<file path="config.mk">
export PLATFORM = sky130hd
export DESIGN_NAME = conv_out_framer
export DESIGN_NICKNAME = d
export VERILOG_FILES = /design/src/rtl/conv_out_framer.sv
export SDC_FILE = /design/constraint.sdc
export NUM_CORES = 1
export LEC_CHECK = 0
export CAP_MARGIN = 40
export CORE_UTILIZATION = 33
export CTS_CLUSTER_DIAMETER = 50
export CTS_CLUSTER_SIZE = 24
export DETAILED_ROUTE_END_ITERATION = 10
export GPL_TIMING_DRIVEN = 0
export SYNTH_ARGS = -nofsm -noshare
export SYNTH_HDL_FRONTEND = slang
export SYNTH_SLANG_ARGS = --single-unit
</file>
<file path="constraint.sdc">
create_clock -name clock -period 7.48 [get_ports clock]
set_input_delay 2.244 -clock clock [delete_from_list [all_inputs] [get_ports clock]]
set_output_delay 2.244 -clock clock [all_outputs]
set_load 0.02 [all_outputs]
</file>
<file path="src/rtl/conv_out_framer.sv">
// conv_out_framer: requantizes the 32b conv result stream to 8b and re-frames it with a 1-pixel pad border.
//
// Ports
//   clock, reset           clock; asynchronous active-low reset
//   frame_start            1-cycle pulse that starts one output frame (ignored while busy)
//   mode, shift            requant controls: 0 = abs, 1 = ReLU; arithmetic right shift 0..15
//   in_result, in_valid    conv result stream
//   in_accepting           registered backpressure to conv, leaves a 2-entry skid
//   out_pixel, out_valid,
//   out_ready              8b pixel stream
//   out_sof/eol/eof        frame markers, qualified by out_valid
//   busy                   frame in progress until the EOF handshake
//   overflow               sticky: a result arrived while the FIFO was full
//   frame_checksum         only with CONV_FRAMER_CHECKSUM_EN: mod-2^16 sum of the last frame's pixels
//
// Optional feature macro: CONV_FRAMER_CHECKSUM_EN
module conv_out_framer #(
  parameter int         IMG_W      = 224,
  parameter int         IMG_H      = 224,
  parameter int         IN_WIDTH   = 32,
  parameter int         FIFO_DEPTH = 8,
  parameter logic [7:0] PAD_VALUE  = 8'd0
) (
  input  logic                       clock,
  input  logic                       reset,
  input  logic                       frame_start,
  input  logic                       mode,
  input  logic [3:0]                 shift,
  input  logic signed [IN_WIDTH-1:0] in_result,
  input  logic                       in_valid,
  output logic                       in_accepting,
  output logic [7:0]                 out_pixel,
  output logic                       out_valid,
  input  logic                       out_ready,
  output logic                       out_sof,
  output logic                       out_eol,
  output logic                       out_eof,
  output logic                       busy,
  output logic                       overflow
`ifdef CONV_FRAMER_CHECKSUM_EN
  ,
  output logic [15:0]                frame_checksum
`endif
);
  localparam int AW  = $clog2(FIFO_DEPTH);
  localparam int CNW = AW + 1;
  localparam int CW  = $clog2(IMG_W);
  localparam int RW  = $clog2(IMG_H);
  localparam logic [CW-1:0]  COL_LAST = CW'(IMG_W - 1);
  localparam logic [RW-1:0]  ROW_LAST = RW'(IMG_H - 1);
  localparam logic [CNW-1:0] CNT_FULL = CNW'(FIFO_DEPTH);
  localparam logic [CNW-1:0] CNT_ACC  = CNW'(FIFO_DEPTH - 3);

  typedef enum logic [2:0] {IDLE, TOP, ROW_L, ROW_BODY, ROW_R, BOTTOM} state_t;

  // Magnitude is formed one bit wider so |-2^(IN_WIDTH-1)| is representable and saturates.
  function automatic logic [7:0] requant(input logic signed [IN_WIDTH-1:0] r, input logic m,
                                         input logic [3:0] sh);
    logic signed [IN_WIDTH:0] rx;
    logic [IN_WIDTH:0]        v;
    rx = {r[IN_WIDTH-1], r};
    v  = r[IN_WIDTH-1] ? (m ? '0 : $unsigned(-rx)) : $unsigned(rx);
    v  = v >> sh;
    return (v > (IN_WIDTH+1)'(255)) ? 8'hff : v[7:0];
  endfunction

  logic [7:0]     mem_q [FIFO_DEPTH];
  logic [7:0]     mem_d [FIFO_DEPTH];
  logic [AW-1:0]  wr_ptr_q, wr_ptr_d, rd_ptr_q, rd_ptr_d;
  logic [CNW-1:0] count_q, count_d;
  logic           in_accepting_q, in_accepting_d;
  logic           overflow_q, overflow_d;
  state_t         state_q, state_d, cur, nxt;
  logic [CW-1:0]  col_q, col_d, col_n;
  logic [RW-1:0]  row_q, row_d, row_n;
  logic [7:0]     out_pixel_q, out_pixel_d;
  logic           out_valid_q, out_valid_d;
  logic           out_sof_q, out_sof_d, out_eol_q, out_eol_d, out_eof_q, out_eof_d;
  logic           busy_q, busy_d;
  logic           wr, pop, start, load, emit, is_eol, is_eof, hs;

  always_comb begin
    wr     = in_valid && (count_q != CNT_FULL);
    start  = frame_start && !busy_q;
    // The start pulse is folded into the current state so the first TOP pixel loads on that same edge.
    cur    = (state_q == IDLE && start) ? TOP : state_q;
    load   = !out_valid_q || out_ready;
    // In the body an empty FIFO produces a bubble, never a substitute pad.
    emit   = load && (cur != IDLE) && !(cur == ROW_BODY && count_q == '0);
    pop    = emit && (cur == ROW_BODY);
    hs     = out_valid_q && out_ready;
    is_eol = (col_q == COL_LAST);
    is_eof = is_eol && (row_q == ROW_LAST);
    col_n  = is_eol ? '0 : col_q + CW'(1);
    row_n  = is_eol ? row_q + RW'(1) : row_q;
    nxt    = is_eof               ? IDLE   :
             (row_n == '0)        ? TOP    :
             (row_n == ROW_LAST)  ? BOTTOM :
             (col_n == '0)        ? ROW_L  :
             (col_n == COL_LAST)  ? ROW_R  : ROW_BODY;
    state_d = emit ? nxt : state_q;
    col_d   = emit ? col_n : col_q;
    row_d   = emit ? (is_eof ? '0 : row_n) : row_q;
    mem_d = mem_q;
    if (wr) mem_d[wr_ptr_q] = requant(in_result, mode, shift);
    wr_ptr_d       = wr_ptr_q + AW'(wr);
    rd_ptr_d       = rd_ptr_q + AW'(pop);
    count_d        = count_q + CNW'(wr) - CNW'(pop);
    in_accepting_d = (count_d <= CNT_ACC);
    overflow_d     = overflow_q || (in_valid && !wr);
    out_valid_d = load ? emit : out_valid_q;
    out_pixel_d = load ? ((cur == ROW_BODY) ? mem_q[rd_ptr_q] : PAD_VALUE) : out_pixel_q;
    out_sof_d   = load ? (emit && col_q == '0 && row_q == '0) : out_sof_q;
    out_eol_d   = load ? (emit && is_eol) : out_eol_q;
    out_eof_d   = load ? (emit && is_eof) : out_eof_q;
    busy_d      = start ? 1'b1 : (hs && out_eof_q) ? 1'b0 : busy_q;
  end

  always_ff @(posedge clock or negedge reset) begin
    if (!reset) begin
      mem_q          <= '{default: '0};
      wr_ptr_q       <= '0;
      rd_ptr_q       <= '0;
      count_q        <= '0;
      in_accepting_q <= 1'b1;
      overflow_q     <= 1'b0;
      state_q        <= IDLE;
      col_q          <= '0;
      row_q          <= '0;
      out_pixel_q    <= '0;
      out_valid_q    <= 1'b0;
      out_sof_q      <= 1'b0;
      out_eol_q      <= 1'b0;
      out_eof_q      <= 1'b0;
      busy_q         <= 1'b0;
    end else begin
      mem_q          <= mem_d;
      wr_ptr_q       <= wr_ptr_d;
      rd_ptr_q       <= rd_ptr_d;
      count_q        <= count_d;
      in_accepting_q <= in_accepting_d;
      overflow_q     <= overflow_d;
      state_q        <= state_d;
      col_q          <= col_d;
      row_q          <= row_d;
      out_pixel_q    <= out_pixel_d;
      out_valid_q    <= out_valid_d;
      out_sof_q      <= out_sof_d;
      out_eol_q      <= out_eol_d;
      out_eof_q      <= out_eof_d;
      busy_q         <= busy_d;
    end
  end

  assign in_accepting = in_accepting_q;
  assign overflow     = overflow_q;
  assign out_pixel    = out_pixel_q;
  assign out_valid    = out_valid_q;
  assign out_sof      = out_sof_q;
  assign out_eol      = out_eol_q;
  assign out_eof      = out_eof_q;
  assign busy         = busy_q;

`ifdef CONV_FRAMER_CHECKSUM_EN
  logic [15:0] acc_q, acc_d, cks_q, cks_d;

  // Accumulates on every handshake; the EOF handshake publishes the total and restarts the sum.
  always_comb begin
    acc_d = hs ? (out_eof_q ? 16'd0 : acc_q + {8'd0, out_pixel_q}) : acc_q;
    cks_d = (hs && out_eof_q) ? acc_q + {8'd0, out_pixel_q} : cks_q;
  end

  always_ff @(posedge clock or negedge reset) begin
    if (!reset) begin
      acc_q <= '0;
      cks_q <= '0;
    end else begin
      acc_q <= acc_d;
      cks_q <= cks_d;
    end
  end

  assign frame_checksum = cks_q;
`endif
endmodule

</file>
==> results of run 1 <==
==> placed cells by master, fill, tap and decap left out, types with 21 or more instances in the layout <==
cell	count
inv_1	26
nand3_1	32
nand2_1	90
clkbuf_1	65
clkdlybuf4s50_1	46
o21ai_0	46
dfrtp_1	107
nor3_1	30
a31oi_1	63
buf_1	22
nor2_1	175
mux2i_1	25
a21oi_1	48
mux4_2	21
==> flip-flops by register name, summed over array words and instances, names as in the netlist, 3 cells and up <==
signal and cells:
mem_q 64, col_q 8, out_pixel 8, row_q 8, count_q 4, rd_ptr_q 3, state_q 3, wr_ptr_q 3
==> area by class of cell <==
type	instances	area, um^2
Buffer	97	432
Clock buffer	10	229
Clock inverter	5	77.6
Fill cell	2641	15600
Inverter	27	101
Multi-Input combinational cell	835	5370
Sequential cell	108	2700
Tap cell	330	413
Timing Repair Buffer	51	514
==> final timing paths <==
check,startpoint,endpoint,slack (ps)
worst max-delay path,in_result[1],mem_q[1],720
worst min-delay path,overflow,overflow,470
worst max register to register,count_q[1],in_accepting,3900
worst min register to register,overflow,overflow,470
max in group asynchronous,reset,mem_q[51],4850
min in group asynchronous,reset,col_q[5],1910
==> power by group <==
part	total (uW)	leakage (uW)	switching [uW]	internal, uW
clock	505	0.000148	215	291
sequential	959	0.00115	139	820
combinational	1170	0.00222	672	495
==> cells by family (layout without fill, tap and decap cells) <==
| group | count (synthesis) | count (layout) |
|---|---|---|
| compound gates | 291 | 291 |
| buf+inv | 124 | 190 |
| flops | 108 | 108 |
| simple gates | 449 | 449 |
| fa+ha+maj | 18 | 18 |
| xor+xnor | 22 | 22 |
| mux | 55 | 55 |
==> per-stage QoR <==
stage,setup slack [ps],setup TNS (ps),hold slack [ps]
finish,719,0,472
detailed placement,458,0,458
global route,444,0,494
CTS,846,0,474
floorplan,1870,0,477
global placement,-127,-13110,460
==> metal layers <==
layer,up-vias,part of all wire
li1,4097,-
met1,4272,0.46
met2,372,0.44
met3,43,0.074
met4,0,0.021
met5,-,0
==> flow_summary.json, run 1 <==
{
  "status": "finished clean",
  "clkTransAtPathRegs_ps": 70,
  "power.density_nw_per_um2": 267,
  "numPlacedInstances": 1448,
  "synth_cell_type_count": 76,
  "synth_fa_ha_area_frac": 0.0270,
  "synth.area.mux_share": 0.0958,
  "syn_area_per_cell_um2": 8.07,
  "worstMarginPinSlew_ps": 887,
  "worst_setup_path_end_kind": "flop",
  "grtUsageMet3": 0.0363,
  "yosysWarnings": 0,
  "cp.buffers_inverters": 5,
  "die_h_um": 163,
  "synth_top_area_cell": "dfrtp_1",
  "slowest_delay_ps": 640,
  "final_area_um2": 9840,
  "routed_via_density": 6.00,
  "drc_errors": 0,
  "hold_violations": 0,
  "cts_hold_buf": 0,
  "synthSimpleGateAreaFrac": 0.249,
  "postCtsSetupRepairBufs": 0,
  "num_rows": 58,
  "synth-xor-area-share": 0.0224,
  "crit_slowest_cell": "nor4_1",
  "period_minus_slack_ps": 6760,
  "top_usage_layer": "met2",
  "ios": 57,
  "start_kind": "input pin",
  "drive_gt1_frac": 0.0706,
  "antenna-diode-count": 0,
  "arrival_ps": 6980,
  "clockRootBuffer": "clkbuf_16",
  "hold_class": "flop to flop",
  "dpl.hpwl_um": 20900,
  "grt_pass1_wl_um": 44900,
  "cp_top_family": "buffers and inverters",
  "gr-total-overflow": 0,
  "cts_resized": 0,
  "gp_congestion": 0.963,
  "ys_ff_latch": 108,
  "cts-buffers-inserted": 9,
  "cts_tree": "built",
  "setup_viol": 0,
  "vdd_drop_max_v": 0.000238,
  "die_w_um": 163,
  "rsz0062_at_grt": "no",
  "cp_num_cells": 14,
  "wl_um": 28200,
  "crit_chain": "clkdlybuf4s50_1 -> or4_1 -> clkbuf_1 -> nor4_1 -> clkbuf_1 -> nand2_1 -> mux2i_1 -> a2111oi_0 -> buf_1 -> mux2_2 -> a31o_2 -> and2_1 -> clkbuf_1 -> a31oi_1",
  "netlist_instances": 1067,
  "final_cells": 1463,
  "track_usage": 0.214,
  "yosysMostFrequentCell": "nor2_1",
  "period_share": 0.904,
  "critPathRequiredTime_ps": 7700,
  "drtIter0Drc": 956,
  "portBuffers": 47,
  "dr.pass1.iters": 6,
  "p_leak_uw": 0.00352,
  "wl_per_cell_um": 19.3,
  "cts.htree.levels": 3,
  "synth_compound_area_frac": 0.230,
  "worst-setup-path-type": "input pin to flop",
  "synth_fp_nets": 1127,
  "grt_util_met1": 0.310,
  "synthArstFlopShare": 1.00,
  "synth_area_um2": 8610,
  "max-slew-margin-rel": 0.400,
  "num_vias": 8784,
  "synthFlopType": "dfrtp_1",
  "cap_violations": 0,
  "nets": 1189,
  "synth_top_area_share": 0.311,
  "hold_depth": 1,
  "synth_area_leaders": "dfrtp_1, nor2_1, mux4_2",
  "fin_util": 0.387,
  "synth.cells.most_frequent": "nor2_1, dfrtp_1, nand2_1",
  "power_uw": 2630,
  "synth_top_family_by_area": "simple AND/OR/NAND/NOR gates",
  "synth_edf_count": 0,
  "antenna_found_initial": 0,
  "ctsLongestPathBuffers": 2,
  "coreArea_um2": 25400,
  "worstRegToRegCells": 13,
  "area_growth_pct": 14.3,
  "worstSkewPairLatency_ps": 360,
  "ant_nets": 0,
  "critPathMaxFanout": 10,
  "slew_viol_final": 0,
  "met2_usage": 0.322,
  "dieArea_um2": 26700,
  "max_clock_freq_ghz": 0.148,
  "grt_start_max_net_pins": 60,
  "place_area_um2": 9530,
  "crit_path_frequent_cell": "clkbuf_1",
  "start_util": 0.339,
  "synth_seq_area_share": 0.314,
  "cts_sinks": 108,
  "grt_pass1_vias": 8154,
  "fin_skew_ps": 5.66
}
Power figures use the tool's default switching activity.
==> run 2: changes to the inputs <==
CTS_CLUSTER_DIAMETER = 40   (was 50)
==> results of run 2 <==
The final DEF is identical to that of run 1; final timing and power are the same.
==> run 3: changes to the inputs <==
CTS_CLUSTER_DIAMETER = default   (was 40)
SETUP_SLACK_MARGIN = 0.2   (was default)
==> results of run 3 <==
The final DEF is identical to that of run 1; final timing and power are the same.
